File: config.mk
export PLATFORM = sky130hd
export DESIGN_NAME = apb_cmd_master
export DESIGN_NICKNAME = d
export VERILOG_FILES = /design/src/rtl/apb_pkg.sv /design/src/rtl/apb_wait_timer.sv /design/src/rtl/apb_cmd_master.sv
export SDC_FILE = /design/constraint.sdc
export NUM_CORES = 1
export LEC_CHECK = 0
export BUFFER_PORTS_ARGS = -buffer_cell sky130_fd_sc_hd__buf_2
export CAP_MARGIN = 40
export CELL_PAD_IN_SITES_DETAIL_PLACEMENT = 0
export CELL_PAD_IN_SITES_GLOBAL_PLACEMENT = 1
export CORE_UTILIZATION = 34
export CTS_BUF_LIST = sky130_fd_sc_hd__clkbuf_16
export CTS_CLUSTER_DIAMETER = 200
export DETAILED_ROUTE_END_ITERATION = 16
export HOLD_SLACK_MARGIN = 0.12
export PLACE_DENSITY = 0.82
export SYNTH_ARGS = -nofsm -noshare
export SYNTH_HDL_FRONTEND = slang
export SYNTH_SLANG_ARGS = --single-unit
File: constraint.sdc
create_clock -name PCLK -period 2.29 [get_ports PCLK]
set_clock_uncertainty 0.2 [all_clocks]
set_input_delay 0.3435 -clock PCLK [delete_from_list [all_inputs] [get_ports PCLK]]
set_output_delay 0.3435 -clock PCLK [all_outputs]
set_load 0.01 [all_outputs]
File: src/rtl/apb_pkg.sv
// Shared types and constants for the APB command master.
// Build option: define APB_CMD_TIMEOUT_EN to enable the ACCESS-phase wait timeout.
package apb_pkg;

  // Transfer phases of the single-outstanding APB requester.
  typedef enum logic [1:0] {
    IDLE   = 2'd0,
    SETUP  = 2'd1,
    ACCESS = 2'd2,
    RESP   = 2'd3
  } apb_state_e;

  // Encoding of cmd_write / PWRITE.
  localparam logic WRITE = 1'b1;
  localparam logic READ  = 1'b0;

endpackage : apb_pkg

File: src/rtl/apb_wait_timer.sv
// Counts ACCESS wait cycles and flags the cycle whose edge would reach TIMEOUT_CYC.
// Only instantiated when APB_CMD_TIMEOUT_EN is defined.
module apb_wait_timer #(
  parameter int unsigned TIMEOUT_CYC = 16
) (
  input  logic clk,
  input  logic rst,
  input  logic load,
  input  logic count,
  output logic expired
);

  localparam int unsigned CNT_W = $clog2(TIMEOUT_CYC + 1);

  logic [CNT_W-1:0] cnt_q;
  logic [CNT_W-1:0] cnt_d;

  // Clear on entry to ACCESS, step on each wait cycle, saturate at the limit.
  always_comb begin
    cnt_d = cnt_q;
    if (load) begin
      cnt_d = '0;
    end else if (count && (cnt_q != CNT_W'(TIMEOUT_CYC))) begin
      cnt_d = cnt_q + 1'b1;
    end
  end

  // Counter register with synchronous reset.
  always_ff @(posedge clk) begin
    if (rst) begin
      cnt_q <= '0;
    end else begin
      cnt_q <= cnt_d;
    end
  end

  assign expired = count && (cnt_q == CNT_W'(TIMEOUT_CYC - 1));

endmodule : apb_wait_timer

File: src/rtl/apb_cmd_master.sv
// Single-outstanding APB requester: command in, one APB transfer, response out.
// Build option: APB_CMD_TIMEOUT_EN aborts ACCESS after TIMEOUT_CYC wait cycles.
module apb_cmd_master
  import apb_pkg::*;
#(
  parameter int unsigned ADDR_BUS_WIDTH = 32,
  parameter int unsigned DATA_BUS_WIDTH = 32,
  parameter int unsigned TIMEOUT_CYC    = 16
) (
  input  logic                      PCLK,
  input  logic                      PRESET,
  input  logic                      cmd_valid,
  output logic                      cmd_ready,
  input  logic                      cmd_write,
  input  logic [ADDR_BUS_WIDTH-1:0] cmd_addr,
  input  logic [DATA_BUS_WIDTH-1:0] cmd_wdata,
  output logic                      rsp_valid,
  input  logic                      rsp_ready,
  output logic [DATA_BUS_WIDTH-1:0] rsp_rdata,
  output logic                      rsp_slverr,
  output logic                      rsp_timeout,
  output logic                      PSEL,
  output logic                      PENABLE,
  output logic                      PWRITE,
  output logic [ADDR_BUS_WIDTH-1:0] PADDR,
  output logic [DATA_BUS_WIDTH-1:0] PWDATA,
  input  logic [DATA_BUS_WIDTH-1:0] PRDATA,
  input  logic                      PREADY,
  input  logic                      PSLVERR
);

  // The response struct depends on the data width, so it lives here rather than in the package.
  typedef struct packed {
    logic [DATA_BUS_WIDTH-1:0] rdata;
    logic                      slverr;
    logic                      timeout;
  } rsp_t;

  if (TIMEOUT_CYC < 1) begin : g_bad_timeout
    $error("apb_cmd_master: TIMEOUT_CYC must be >= 1");
  end

  apb_state_e                state_q, state_d;
  logic                      cmd_ready_q, cmd_ready_d;
  logic                      psel_q, psel_d;
  logic                      penable_q, penable_d;
  logic                      pwrite_q, pwrite_d;
  logic [ADDR_BUS_WIDTH-1:0] paddr_q, paddr_d;
  logic [DATA_BUS_WIDTH-1:0] pwdata_q, pwdata_d;
  logic                      rsp_valid_q, rsp_valid_d;
  rsp_t                      rsp_q, rsp_d;

`ifdef APB_CMD_TIMEOUT_EN
  logic timer_load;
  logic timer_count;
  logic timer_expired;

  assign timer_load  = (state_q == SETUP);
  assign timer_count = (state_q == ACCESS) && !PREADY;

  apb_wait_timer #(
    .TIMEOUT_CYC(TIMEOUT_CYC)
  ) u_wait_timer (
    .clk    (PCLK),
    .rst    (PRESET),
    .load   (timer_load),
    .count  (timer_count),
    .expired(timer_expired)
  );
`endif

  // Next state and next registered outputs; every output is a flop so the bus sees clean edges.
  always_comb begin
    state_d     = state_q;
    cmd_ready_d = cmd_ready_q;
    psel_d      = psel_q;
    penable_d   = penable_q;
    pwrite_d    = pwrite_q;
    paddr_d     = paddr_q;
    pwdata_d    = pwdata_q;
    rsp_valid_d = rsp_valid_q;
    rsp_d       = rsp_q;

    case (state_q)
      IDLE: begin
        cmd_ready_d = 1'b1;
        if (cmd_valid && cmd_ready_q) begin
          pwrite_d    = cmd_write ? WRITE : READ;
          paddr_d     = cmd_addr;
          pwdata_d    = cmd_wdata;
          cmd_ready_d = 1'b0;
          psel_d      = 1'b1;
          state_d     = SETUP;
        end
      end

      SETUP: begin
        penable_d = 1'b1;
        state_d   = ACCESS;
      end

      ACCESS: begin
        if (PREADY) begin
          rsp_d.rdata   = (pwrite_q == READ) ? PRDATA : '0;
          rsp_d.slverr  = PSLVERR;
          rsp_d.timeout = 1'b0;
          psel_d        = 1'b0;
          penable_d     = 1'b0;
          rsp_valid_d   = 1'b1;
          state_d       = RESP;
        end
`ifdef APB_CMD_TIMEOUT_EN
        else if (timer_expired) begin
          rsp_d.rdata   = '0;
          rsp_d.slverr  = 1'b1;
          rsp_d.timeout = 1'b1;
          psel_d        = 1'b0;
          penable_d     = 1'b0;
          rsp_valid_d   = 1'b1;
          state_d       = RESP;
        end
`endif
      end

      RESP: begin
        if (rsp_ready) begin
          rsp_valid_d = 1'b0;
          cmd_ready_d = 1'b1;
          state_d     = IDLE;
        end
      end

      default: begin
        state_d = IDLE;
      end
    endcase
  end

  // State and output registers; reset abandons any transfer and zeroes every output.
  always_ff @(posedge PCLK) begin
    if (PRESET) begin
      state_q     <= IDLE;
      cmd_ready_q <= 1'b0;
      psel_q      <= 1'b0;
      penable_q   <= 1'b0;
      pwrite_q    <= 1'b0;
      paddr_q     <= '0;
      pwdata_q    <= '0;
      rsp_valid_q <= 1'b0;
      rsp_q       <= '0;
    end else begin
      state_q     <= state_d;
      cmd_ready_q <= cmd_ready_d;
      psel_q      <= psel_d;
      penable_q   <= penable_d;
      pwrite_q    <= pwrite_d;
      paddr_q     <= paddr_d;
      pwdata_q    <= pwdata_d;
      rsp_valid_q <= rsp_valid_d;
      rsp_q       <= rsp_d;
    end
  end

  assign cmd_ready   = cmd_ready_q;
  assign PSEL        = psel_q;
  assign PENABLE     = penable_q;
  assign PWRITE      = pwrite_q;
  assign PADDR       = paddr_q;
  assign PWDATA      = pwdata_q;
  assign rsp_valid   = rsp_valid_q;
  assign rsp_rdata   = rsp_q.rdata;
  assign rsp_slverr  = rsp_q.slverr;
  assign rsp_timeout = rsp_q.timeout;

endmodule : apb_cmd_master

# Yosys cells after proc, flatten, opt, wreduce, memory -nomap -nowiden
# Cells that the tools add are included.
[word_totals]
inputBits = 103
reg_bits = 104
out_inout_bits = 103
elab_cells = 45
[op_classes]
reduce_logical = 13
mux = 16
eq_ne = 6
[op_table]
columns = ["cell", "count"]
rows = [
  ["$mux W32", 1],
  ["$reduce_and A3 Y1", 3],
  ["$pmux W1 S2", 4],
  ["$pmux W2 S4", 1],
  ["$reduce_and A2 Y1", 4],
  ["$reduce_bool A2 Y1", 4],
  ["$mux W1", 7],
  ["$mux W2", 3],
  ["$ne A2 B2 Y1 const B", 3],
  ["$eq A2 B2 Y1 const B", 2],
  ["$eq A2 B1 Y1 const B", 1],
  ["$logic_not A2 Y1", 1],
  ["$logic_and A1 B1 Y1", 1],
]

# Longest topological paths before layout
# Gate-level depths: netlist of the first run.
[logic_depth]
word_depth = 3
depth_mapped = 7
depth_no_buf = 5

# Least setup slack after synthesis of the first run
# No wires, ideal clock.
[synth_path]
kind = "reg2reg"
from = "register state_q[0]"
to = "register paddr_q[28] (netlist: PADDR[28])"
synth_period_minus_slack_ps = 1571
path_stages_with_launch = 8
t_arrival_ps = 1305
setup_ps = 66
required_time_ps = 2024
path_buffers = 2
slack_ps = 719
cell_sequence = "dfxtp_1 inv_1 ha_1 nand3_1 buf_4 buf_2 nand2_1 a21oi_2"
[synth_between]
elab_chain_cells = 2
[synth_lines]
columns = ["element", "line_no", "rtl"]
rows = [
  ["from (decl)", "apb_cmd_master.sv:43", "apb_state_e state_q, state_d;"],
  ["from (signal assigned)", "apb_cmd_master.sv:152", "state_q <= state_d;"],
  ["$logic_not A2 Y1", "apb_cmd_master.sv:84", "case (state_q)"],
  ["$reduce_and A2 Y1 (no line)", "--", ""],
  ["to (signal assigned)", "apb_cmd_master.sv:157", "paddr_q <= paddr_d;"],
  ["to (decl)", "apb_cmd_master.sv:48", "logic [ADDR_BUS_WIDTH-1:0] paddr_q, paddr_d;"],
]
# Every way passes these cells.
# A chain may end at the register's enable or synchronous reset.

# Worst setup path after layout of the first run
[layout_path]
from = "register state_q[0]"
to = "register paddr_q[27] (netlist: PADDR[27])"
# Same word-level chain as after synthesis.

==> summary.txt, run 1 <==
STA
  – Final Hold Violating Endpoints: 0
  – Maximum operating frequency: between 500 and 600 MHz
  – Final Max Slew Viols: 0
  – RSZ-0062 raised after global routing: no
  – Number of failing setup endpoints in the final timing report: 0
  – Crit path time final: roughly 1.9 ns
  – Share of the clock period used by the worst path after layout: 0.847
  – Setup TNS: 0 ns

Synthesis
  – Post-Syn Instances: between 400 and 500
  – Number of nets in the synthesized netlist: approximately 580
  – Ys async rst share: 0
  – Post-synth EDFFs: 0
  – Synth Register Bits: roughly 100
  – Average cell area after synthesis: 8.36 um2
  – Distinct cell type count of the synthesized netlist: 29
  – Number of warnings issued by yosys: 0
  – Commonest register cell after synthesis: dfxtp_1
  – Netlist area before placement: approximately 3900 um2
  – Fraction of the yosys area taken by sequential cells: 0.528

Critical path
  – Worst path bufs/invs: 2
  – Worst-path cell with the longest stage delay: buf_4
  – Slowest cell delay on critical path: 0.35 ns
  – Top delay family on crit path: buffers and inverters
  – List of cells traversed by the critical path: inv_1 -> ha_1 -> and3_2 -> buf_4 -> nand2_1 -> a21oi_1
  – Maximum fanout count along the critical path: 37
  – Critical Path Start Type: register
  – Kind of critical path: reg -> reg
  – Kind of capture point of the worst setup path: register
  – Arrival time of the worst setup path: 2.00 ns
  – Required arrival time at the worst endpoint: around 2.4 ns

Clock network
  – Hold-fix buffers at CTS: approximately 100
  – Buffers inserted by post-CTS timing repair: 0
  – Maximum clock insertion buffer count: 2
  – CTS resizes: 0
  – CTS tree: built
  – Clock slew at the register clock pins of the worst setup and hold paths: about 0.070 ns
  – Clock network latency to the later pin of the worst-skew pair: about 0.34 ns
  – CTS sink cnt: about 100
  – Root buf cell: clkbuf_16
  – H-Tree Depth: 3
  – CTS buffer count: 9

Detailed routing
  – Number of violations reported at the end of detailed-routing iteration 0: 189
  – 1st-pass router iterations: 4
  – Routed wire per std cell: around 14 um
  – Remaining DRCs: 0
  – Total vias in the final route: between 4000 and 5000
  – Via-per-instance ratio: 4.70
  – Post-DRT Antenna Nets: 0
  – Total wire length: 12200 um

Place
  – Half-perimeter wire length of the detailed placement result: 7790 um
  – IO buf count: 204
  – Cell count after placement: 790
  – GP Congestion: 0.723

Global route
  – Via count of the first global-routing pass: around 3900
  – Wire length of the first global-routing pass: between 15000 and 20000 um
  – GRT Resource Usage Total: 0.195
  – Congestion Overflow GR: 0
  – Pin count of the biggest net entering global routing: between 50 and 60
  – Number of antenna violations at the first check in global routing: 0

Die
  – Die span in y: about 110 um
  – Number of I/O pins: just over 200
  – Core Area: between 10000 and 15000 um2
  – Die span in x: between 100 and 150 um
  – Starting Density: 0.356
  – Die Footprint: between 10000 and 15000 um2
  – Total number of placement rows: 38

Layout
  – Share of final-layout standard cells stronger than drive strength 1: 0.311
  – Final #Nets: just under 900
  – Commonest non-fill, non-tap cell in the layout: buf_2
  – Layout Cells excl Fill: about 900
  – Leading cell types in the layout, fill and taps excluded: buf_2 (203), nand2_1 (165), dfxtp_1 (104)
  – Area Overhead vs Synth: 59.4%
  – Antenna fix cells: 0

Min path
  – Worst Hold Class: in -> reg

Pwr
  – Overall power consumption: 5.13 mW
  – Power density over the cells: between 800 and 900 nW/um2
  – P_leak: 2.80 nW
  – Largest vdd supply drop: 0.000429 V

Run
  – Maximum capacitance violations: 0

Run status
  – Run status: finished clean
flip-flops by register name, indices dropped and copies added (netlist names):
| signal | count |
|---|---|
| PWRITE | 1 |
| rsp_valid | 1 |
| PWDATA | 32 |
| PENABLE | 1 |
| rsp_rdata | 32 |
| cmd_ready | 1 |
| state_q | 2 |
| rsp_slverr | 1 |
| PSEL | 1 |
| PADDR | 32 |
layer usage:
layer | routed length [um] | vias up | track usage | share of wire
met3 | 872 | 20 | 0.0528 | 0.071
li1 | - | 2116 | - | -
met2 | 5980 | 171 | 0.342 | 0.49
met4 | 264 | 0 | 0.0943 | 0.022
met5 | 0 | - | 0 | 0
met1 | 5100 | 1939 | 0.216 | 0.42
power by group:
group	internal [mW]	leakage (nW)	switching (mW)
Clock	0.828	0.144	0.633
Combinational	0.651	1.81	0.820
Sequential	2.06	0.844	0.138
Total	3.54	2.80	1.59
kinds of logic after synthesis:
| family | share of synthesized area |
|---|---|
| mux | 0.00824 |
| flops | 0.528 |
| other cells | 0.000950 |
| simple gates | 0.233 |
| compound gates | 0.147 |
| buf+inv | 0.0609 |
| fa+ha+maj | 0.0222 |
path summary, 6_finish.rpt:
| path | slack [ns] | cells past startpoint | endpoint | start |
|---|---|---|---|---|
| min | 0.20 | 3 | PENABLE$_SDFFE_PP0P_ | PREADY |
| max | 0.35 | 6 | PADDR[27]$_SDFFE_PP0P_ | state_q[0]$_SDFFE_PP0P_ |
| max reg2reg | 0.35 | 6 | PADDR[27]$_SDFFE_PP0P_ | state_q[0]$_SDFFE_PP0P_ |
| min reg2reg | 0.25 | 2 | rsp_rdata[7]$_SDFFE_PP0P_ | rsp_rdata[7]$_SDFFE_PP0P_ |
through the flow:
step | area, um2 | worst slack [ns] | utilization | hold slack (ns)
6_report | 6290 | 0.351 | 0.568 | 0.197
2_1_floorplan | 3950 | 0.719 | - | 0.276
3_5_place_dp | 5030 | 0.403 | 0.454 | 0.240
5_1_grt | 6290 | 0.221 | 0.568 | 0.206
4_1_cts | 6290 | 0.398 | 0.568 | 0.179
3_3_place_gp | 5030 | 0.543 | 0.454 | 0.234
worst min-delay path, stage by stage:
cell and delay [ns]:
buf_2 0.12, mux2_2 0.16, a211oi_1 0.06
cell type report:
cell class,instances,area [um2]
inverters,3,11.3
fillers,999,4790
flip-flops and latches,104,2080
well taps,140,175
multi-input cells,328,1630
clock inverters,6,52.6
clock buffers,9,225
repair buffers,313,2110
synthesized netlist by cell type, types with 2 or more instances:
| master | n | area, um2 |
|---|---|---|
| nand2b_1 | 2 | 12.5 |
| a311o_1 | 2 | 20.0 |
| a21oi_2 | 3 | 26.3 |
| nand2_1 | 165 | 619 |
| clkbuf_1 | 10 | 37.5 |
| a21oi_1 | 97 | 485 |
| nand3_1 | 2 | 10.0 |
| dfxtp_1 | 104 | 2080 |
| a211oi_1 | 2 | 15.0 |
| buf_6 | 9 | 101 |
| nor2_1 | 3 | 11.3 |
| buf_2 | 12 | 60.1 |
| inv_1 | 3 | 11.3 |
| ha_1 | 7 | 87.6 |
| buf_4 | 2 | 15.0 |
| buf_1 | 4 | 15.0 |
| nand3b_1 | 32 | 240 |
| mux2_2 | 2 | 22.5 |
Note: power is estimated with default switching activity, not from simulation.
==> inputs of run 2 (changes only) <==
--- a/config.mk
+++ b/config.mk
@@ -9,12 +9,12 @@
 export CAP_MARGIN = 40
 export CELL_PAD_IN_SITES_DETAIL_PLACEMENT = 0
 export CELL_PAD_IN_SITES_GLOBAL_PLACEMENT = 1
-export CORE_UTILIZATION = 34
+export CORE_UTILIZATION = 31
 export CTS_BUF_LIST = sky130_fd_sc_hd__clkbuf_16
 export CTS_CLUSTER_DIAMETER = 200
 export DETAILED_ROUTE_END_ITERATION = 16
 export HOLD_SLACK_MARGIN = 0.12
-export PLACE_DENSITY = 0.82
+export PLACE_DENSITY = 0.76
 export SYNTH_ARGS = -nofsm -noshare
 export SYNTH_HDL_FRONTEND = slang
 export SYNTH_SLANG_ARGS = --single-unit
==> constraint.sdc (replaced) <==
create_clock -name PCLK -period 2 [get_ports PCLK]
set_clock_uncertainty 0.2 [all_clocks]
set_input_delay 0.3 -clock PCLK [delete_from_list [all_inputs] [get_ports PCLK]]
set_output_delay 0.3 -clock PCLK [all_outputs]
set_load 0.01 [all_outputs]
==> run 2 against run 1 <==
Net effect: design area grew 1.3%; combinational power grew 18%; setup slack lost 0.18 ns; register-to-register slack lost 0.18 ns; die area grew 9.5%; global-route usage shrank 1.7 points; clock power grew 12%; power grew 14%; core utilization shrank 4.6 points; first-iteration DRC count grew 31%; critical path depth is the same; critical path type unchanged; highest routed layer unchanged.
==> summary.txt, run 2 (synthesized netlist as in run 1, its figures left out) <==
Run status
  – Run status: finished clean

Global route
  – GRT Resource Usage Total: 0.177
  – Wire length of the first global-routing pass: 18300 um
  – Number of antenna violations at the first check in global routing: 0
  – Congestion Overflow GR: 0
  – Global routing usage on met1: 0.209
  – Met3 demand-to-capacity share in global routing: 0.0432
  – Met2 Track Usage GR: 0.302
  – Pin count of the biggest net entering global routing: between 40 and 50
  – Via count of the first global-routing pass: slightly below 4000
  – Layer carrying the most global-route usage: met2

Clock network
  – Maximum clock insertion buffer count: 2
  – Clock network latency to the later pin of the worst-skew pair: around 0.34 ns
  – CTS buffer count: 9
  – CTS tree: built
  – CTS sink cnt: approximately 100
  – Root buf cell: clkbuf_16
  – H-Tree Depth: 3
  – Clock slew at the register clock pins of the worst setup and hold paths: 0.07 ns

STA
  – Final Hold Violating Endpoints: 0
  – Number of failing setup endpoints in the final timing report: 0
  – Maximum operating frequency: between 500 and 600 MHz
  – Share of the clock period used by the worst path after layout: 0.914
  – Final Max Slew Viols: 0
  – Crit path time final: 1.83 ns
  – Setup TNS: 0 ns
  – Worst Slack Setup Final: 0.172 ns
  – RSZ-0062 raised after global routing: no

Critical path
  – Kind of capture point of the worst setup path: register
  – Cells on worst reg2reg path: 6
  – Required arrival time at the worst endpoint: between 2 and 2.5 ns
  – Arrival time of the worst setup path: ~1.9 ns
  – Maximum fanout count along the critical path: 24
  – Launching point of the worst reg2reg path: state_q[0]$_SDFFE_PP0P_
  – Worst setup path end: PSEL$_SDFFE_PP0P_
  – Reg2Reg Setup Slack: approximately 0.17 ns
  – Critical path origin: state_q[0]$_SDFFE_PP0P_
  – Critical Path Start Type: register
  – Reg2reg end: PSEL$_SDFFE_PP0P_
  – Kind of critical path: reg -> reg

Detailed routing
  – Number of violations reported at the end of detailed-routing iteration 0: about 250
  – Remaining DRCs: 0
  – Post-DRT Antenna Nets: 0
  – Total wire length: between 10000 and 15000 um
  – 1st-pass router iterations: 5
  – Routed wire per std cell: approximately 13 um
  – Via-per-instance ratio: approximately 4.5
  – Total vias in the final route: around 4200

Place
  – GP Congestion: between 0.7 and 0.8
  – Half-perimeter wire length of the detailed placement result: 7490 um
  – IO buf count: between 200 and 250
  – Pre-CTS setup slack: just under 0.2 ns

Min path
  – Hold Crit Depth: 3
  – Worst Hold Class: in -> reg

Layout
  – Antenna fix cells: 0
  – Share of final-layout standard cells stronger than drive strength 1: 0.314
  – Area Overhead vs Synth: 61.4%
  – Commonest non-fill, non-tap cell in the layout: buf_2
  – Fill count: between 1000 and 1500
  – Leading cell types in the layout, fill and taps excluded: buf_2 (203), nand2_1 (165), dfxtp_1 (104)
  – Final #Nets: 870

Die
  – Die Footprint: about 13000 um2
  – Core Area: about 12000 um2
  – Die span in y: between 100 and 150 um
  – Total number of placement rows: 40
  – Die span in x: about 110 um
  – Number of I/O pins: just over 200
  – Starting Density: 0.323

Pwr
  – P_leak: ~2.8 nW
  – Largest vdd supply drop: between 0.0004 and 0.0005 V
  – Power density over the cells: 920 nW/um2

Run
  – Maximum capacitance violations: 0
[run 2: cell count changes in the layout (fill, tap and decap cells not counted)]
cell / before / now
clkinvlp_4: 0 / 4
bufinv_16: 1 / 0
dlygate4sd3_1: 98 / 99
inv_1: 4 / 3
buf_12: 2 / 5
clkinv_2: 3 / 2
clkinv_4: 0 / 1
clkinv_1: 1 / 0
buf_4: 10 / 7
[run 2: area by class of cell]
| cell class | count | area [um2] | area share |
|---|---|---|---|
| Tap cell | 168 | 210 | 0.0330 |
| Clock buffer | 9 | 225 | 0.0354 |
| Sequential cell | 104 | 2080 | 0.327 |
| Timing Repair Buffer | 314 | 2160 | 0.339 |
| Inverter | 3 | 11.3 | 0.00177 |
| Clock inverter | 7 | 48.8 | 0.00766 |
| Multi-Input combinational cell | 328 | 1630 | 0.256 |
[run 2: report_power, final]
part           internal (mW)  leakage, nW  total (mW)  switching [mW]
clock network          0.841        0.123        1.63           0.788
registers               2.35        0.844        2.51           0.152
logic                  0.779         1.83        1.73           0.947
total                   3.97         2.80        5.86            1.89
[run 2: repair_timing]
item | in CTS | in global routing
setup endpoints to repair | 0 | 0
setup buffers | 0 | 0
gates resized for setup | 0 | 0
hold buffers | 99 | 0
hold endpoints to repair | 99 | 0
[run 2: critical path, cell delays in order (launching register included)]
cell and delay, ns:
dfxtp_1 0.34, inv_1 0.15, ha_1 0.24, and3_2 0.24
buf_4 0.27, a21oi_1 0.10, a211oi_1 0.20
[run 2: how the worst min path moves through the flow]
| stage | start | endpoint | slack [ns] |
|---|---|---|---|
| 2_1_floorplan | cmd_addr[0] | PADDR[0]$_SDFFE_PP0P_ | 0.24 |
| 3_3_place_gp | rsp_rdata[21]$_SDFFE_PP0P_ | rsp_rdata[21]$_SDFFE_PP0P_ | 0.24 |
| 3_5_place_dp | rsp_rdata[3]$_SDFFE_PP0P_ | rsp_rdata[3]$_SDFFE_PP0P_ | 0.24 |
| 4_1_cts | PREADY | PENABLE$_SDFFE_PP0P_ | 0.14 |
| 5_1_grt | PREADY | PENABLE$_SDFFE_PP0P_ | 0.17 |
| 6_report | PREADY | PENABLE$_SDFFE_PP0P_ | 0.16 |
[run 2: per-stage QoR]
| step | area [um2] | cells | power (mW) | hold slack [ns] | utilization |
|---|---|---|---|---|---|
| floorplan | 3950 | 472 | 3.55 | 0.236 | - |
| global placement | 5100 | 818 | 4.09 | 0.236 | 0.418 |
| detailed placement | 5100 | 818 | 4.13 | 0.243 | 0.418 |
| CTS | 6370 | 933 | 5.93 | 0.137 | 0.521 |
| global route | 6370 | 933 | 6.24 | 0.169 | 0.521 |
| finish | 6370 | 933 | 5.86 | 0.162 | 0.521 |
[run 2: layer usage]
layer	vias up	wire, um
met2	132	5840
met4	0	250
met3	17	700
li1	2129	-
met5	-	0
met1	1901	5100
==> inputs of run 3 (changes only) <==
==> constraint.sdc (replaced) <==
create_clock -name PCLK -period 2 [get_ports PCLK]
set_clock_uncertainty 0.2 [all_clocks]
set_input_delay 0.3 -clock PCLK [delete_from_list [all_inputs] [get_ports PCLK]]
set_output_delay 0.3 -clock PCLK [all_outputs]
set_load 0.05 [all_outputs]
==> run 3 against run 2 <==
Net effect: register-to-register slack improved by 0.02 ns; design area rose by 0.14%; non-clock buffer count fell by 4; critical path type unchanged; highest routed layer unchanged.
==> summary.txt, run 3 (synthesized netlist as in run 1, its figures left out) <==
Die
  – Core Area: 12200 um2
  – Die Footprint: about 13000 um2
  – Die span in x: 115 um
  – Starting Density: 0.323
  – Total number of placement rows: 40
  – Die span in y: between 100 and 150 um
  – Number of I/O pins: slightly above 200

Critical path
  – Cells on worst reg2reg path: 6
  – Reg2Reg Setup Slack: around 0.19 ns
  – Launching point of the worst reg2reg path: state_q[0]$_SDFFE_PP0P_
  – Maximum fanout count along the critical path: 64
  – Required arrival time at the worst endpoint: 2.07 ns
  – Reg2reg end: PADDR[18]$_SDFFE_PP0P_
  – Kind of critical path: reg -> reg
  – Kind of capture point of the worst setup path: register
  – Critical Path Start Type: register
  – Arrival time of the worst setup path: between 1.5 and 2 ns

Pwr
  – Switching share of power: 0.384
  – P_leak: between 2 and 3 nW
  – Power density over the cells: 1070 nW/um2
  – Largest vdd supply drop: about 0.00042 V
  – Net switching power figure: between 2 and 3 mW
  – Portion of total power attributed to the clock network: 0.264
  – Fraction of power consumed by sequential logic: 0.367
  – Proportion of power drawn by combinational gates: 0.369
  – Internal power component: 4.20 mW

Detailed routing
  – Routed wire per std cell: roughly 13 um
  – 1st-pass router iterations: 4
  – Total wire length: ~12000 um
  – Total vias in the final route: between 4000 and 5000
  – Post-DRT Antenna Nets: 0
  – Remaining DRCs: 0
  – Number of violations reported at the end of detailed-routing iteration 0: about 250
  – Via-per-instance ratio: 4.46

Place
  – GP Congestion: 0.751
  – Total cell area at the placement stage: about 5100 um2
  – Half-perimeter wire length of the detailed placement result: between 7000 and 8000 um
  – IO buf count: slightly above 200

STA
  – Maximum operating frequency: between 500 and 600 MHz
  – Number of failing setup endpoints in the final timing report: 0
  – Crit path time final: approximately 1.8 ns
  – Share of the clock period used by the worst path after layout: 0.906
  – Final Hold Violating Endpoints: 0
  – Final hold slack: ~0.14 ns
  – Setup TNS: 0 ns
  – RSZ-0062 raised after global routing: no
  – Final Max Slew Viols: 0

Global route
  – Wire length of the first global-routing pass: approximately 19000 um
  – Pin count of the biggest net entering global routing: 65
  – Number of antenna violations at the first check in global routing: 0
  – Congestion Overflow GR: 0
  – Via count of the first global-routing pass: between 3000 and 4000
  – GRT Resource Usage Total: 0.178

Clock network
  – CTS sink cnt: around 100
  – Clock network latency to the later pin of the worst-skew pair: between 0.3 and 0.4 ns
  – CTS tree: built
  – Maximum clock insertion buffer count: 2
  – Root buf cell: clkbuf_16
  – CTS buffer count: 9
  – Clock slew at the register clock pins of the worst setup and hold paths: approximately 0.060 ns
  – CTS resizes: 0
  – Buffers inserted by post-CTS timing repair: 0
  – H-Tree Depth: 3

Layout
  – Antenna fix cells: 0
  – Area Overhead vs Synth: 61.6%
  – Commonest non-fill, non-tap cell in the layout: buf_2
  – Post-route cell area: around 6400 um2
  – Utilization of the core after routing: 0.522
  – Final #Nets: 866
  – Leading cell types in the layout, fill and taps excluded: buf_2 (203), nand2_1 (165), dfxtp_1 (104)
  – Share of final-layout standard cells stronger than drive strength 1: 0.308
  – Fill count: ~1200

Min path
  – Worst Hold Class: in -> reg
  – Hold Crit Start: rsp_ready
  – Hold Crit Depth: 4
  – Sink of the worst hold path: rsp_valid$_SDFFE_PP0P_

Run status
  – Run status: finished clean

Run
  – Maximum capacitance violations: 0
[run 3: cell type report]
| class | instances | area [um2] | area share |
|---|---|---|---|
| timing repair buffer | 310 | 2140 | 0.336 |
| sequential | 104 | 2080 | 0.327 |
| multi-input combinational | 328 | 1630 | 0.256 |
| clock buffer | 9 | 225 | 0.0353 |
| tap | 168 | 210 | 0.0330 |
| clock inverter | 6 | 77.6 | 0.0122 |
| inverter | 3 | 11.3 | 0.00177 |
[run 3: stage by stage]
stage	setup slack (ns)	cells	total power, mW
after CTS	0.196	928	6.90
after global placement	0.308	815	4.88
after global routing	0.00563	928	7.20
after detailed placement	0.195	815	4.94
final	0.188	928	6.83
after floorplan	0.349	472	4.35
[run 3: how the worst max path moves through the flow]
stage                                  from                       to  slack (ns)
floorplan            cmd_ready$_SDFFE_PP0P_  PWDATA[10]$_SDFFE_PP0P_        0.35
global placement    state_q[0]$_SDFFE_PP0P_   PADDR[28]$_SDFFE_PP0P_        0.31
detailed placement  state_q[0]$_SDFFE_PP0P_   PADDR[19]$_SDFFE_PP0P_        0.20
CTS                 state_q[0]$_SDFFE_PP0P_   PADDR[19]$_SDFFE_PP0P_        0.20
global route        state_q[0]$_SDFFE_PP0P_   PWDATA[7]$_SDFFE_PP0P_       0.006
finish              state_q[0]$_SDFFE_PP0P_   PADDR[18]$_SDFFE_PP0P_        0.19
[run 3: critical path: stages (launching register included)]
cell and delay [ns]:
dfxtp_1 0.35, inv_1 0.15, ha_1 0.23, and3_2 0.25
buf_12 0.27, nand2_1 0.12, a21oi_1 0.15
[run 3: what timing repair did]
item | CTS | global route
endpoints found under the setup margin | 0 | 0
hold buffers | 98 | 0
hold endpoints to repair | 98 | 0
[run 3: routing by layer]
metal | track usage | part of all wire | vias up
met5 | 0 | 0 | -
met1 | 0.202 | 0.42 | 1872
met2 | 0.318 | 0.50 | 140
met3 | 0.0374 | 0.059 | 19
met4 | 0.0883 | 0.019 | 0
li1 | - | - | 2112
[run 3: power by group through the flow]
stage                     Combinational (mW)  Clock (mW)  Sequential, mW
after floorplan                        0.889           0            3.46
after global placement                  2.34           0            2.53
after detailed placement                2.38           0            2.55
after CTS                               2.53        1.86            2.51
after global routing                    2.71        1.95            2.54
final                                   2.52        1.80            2.51
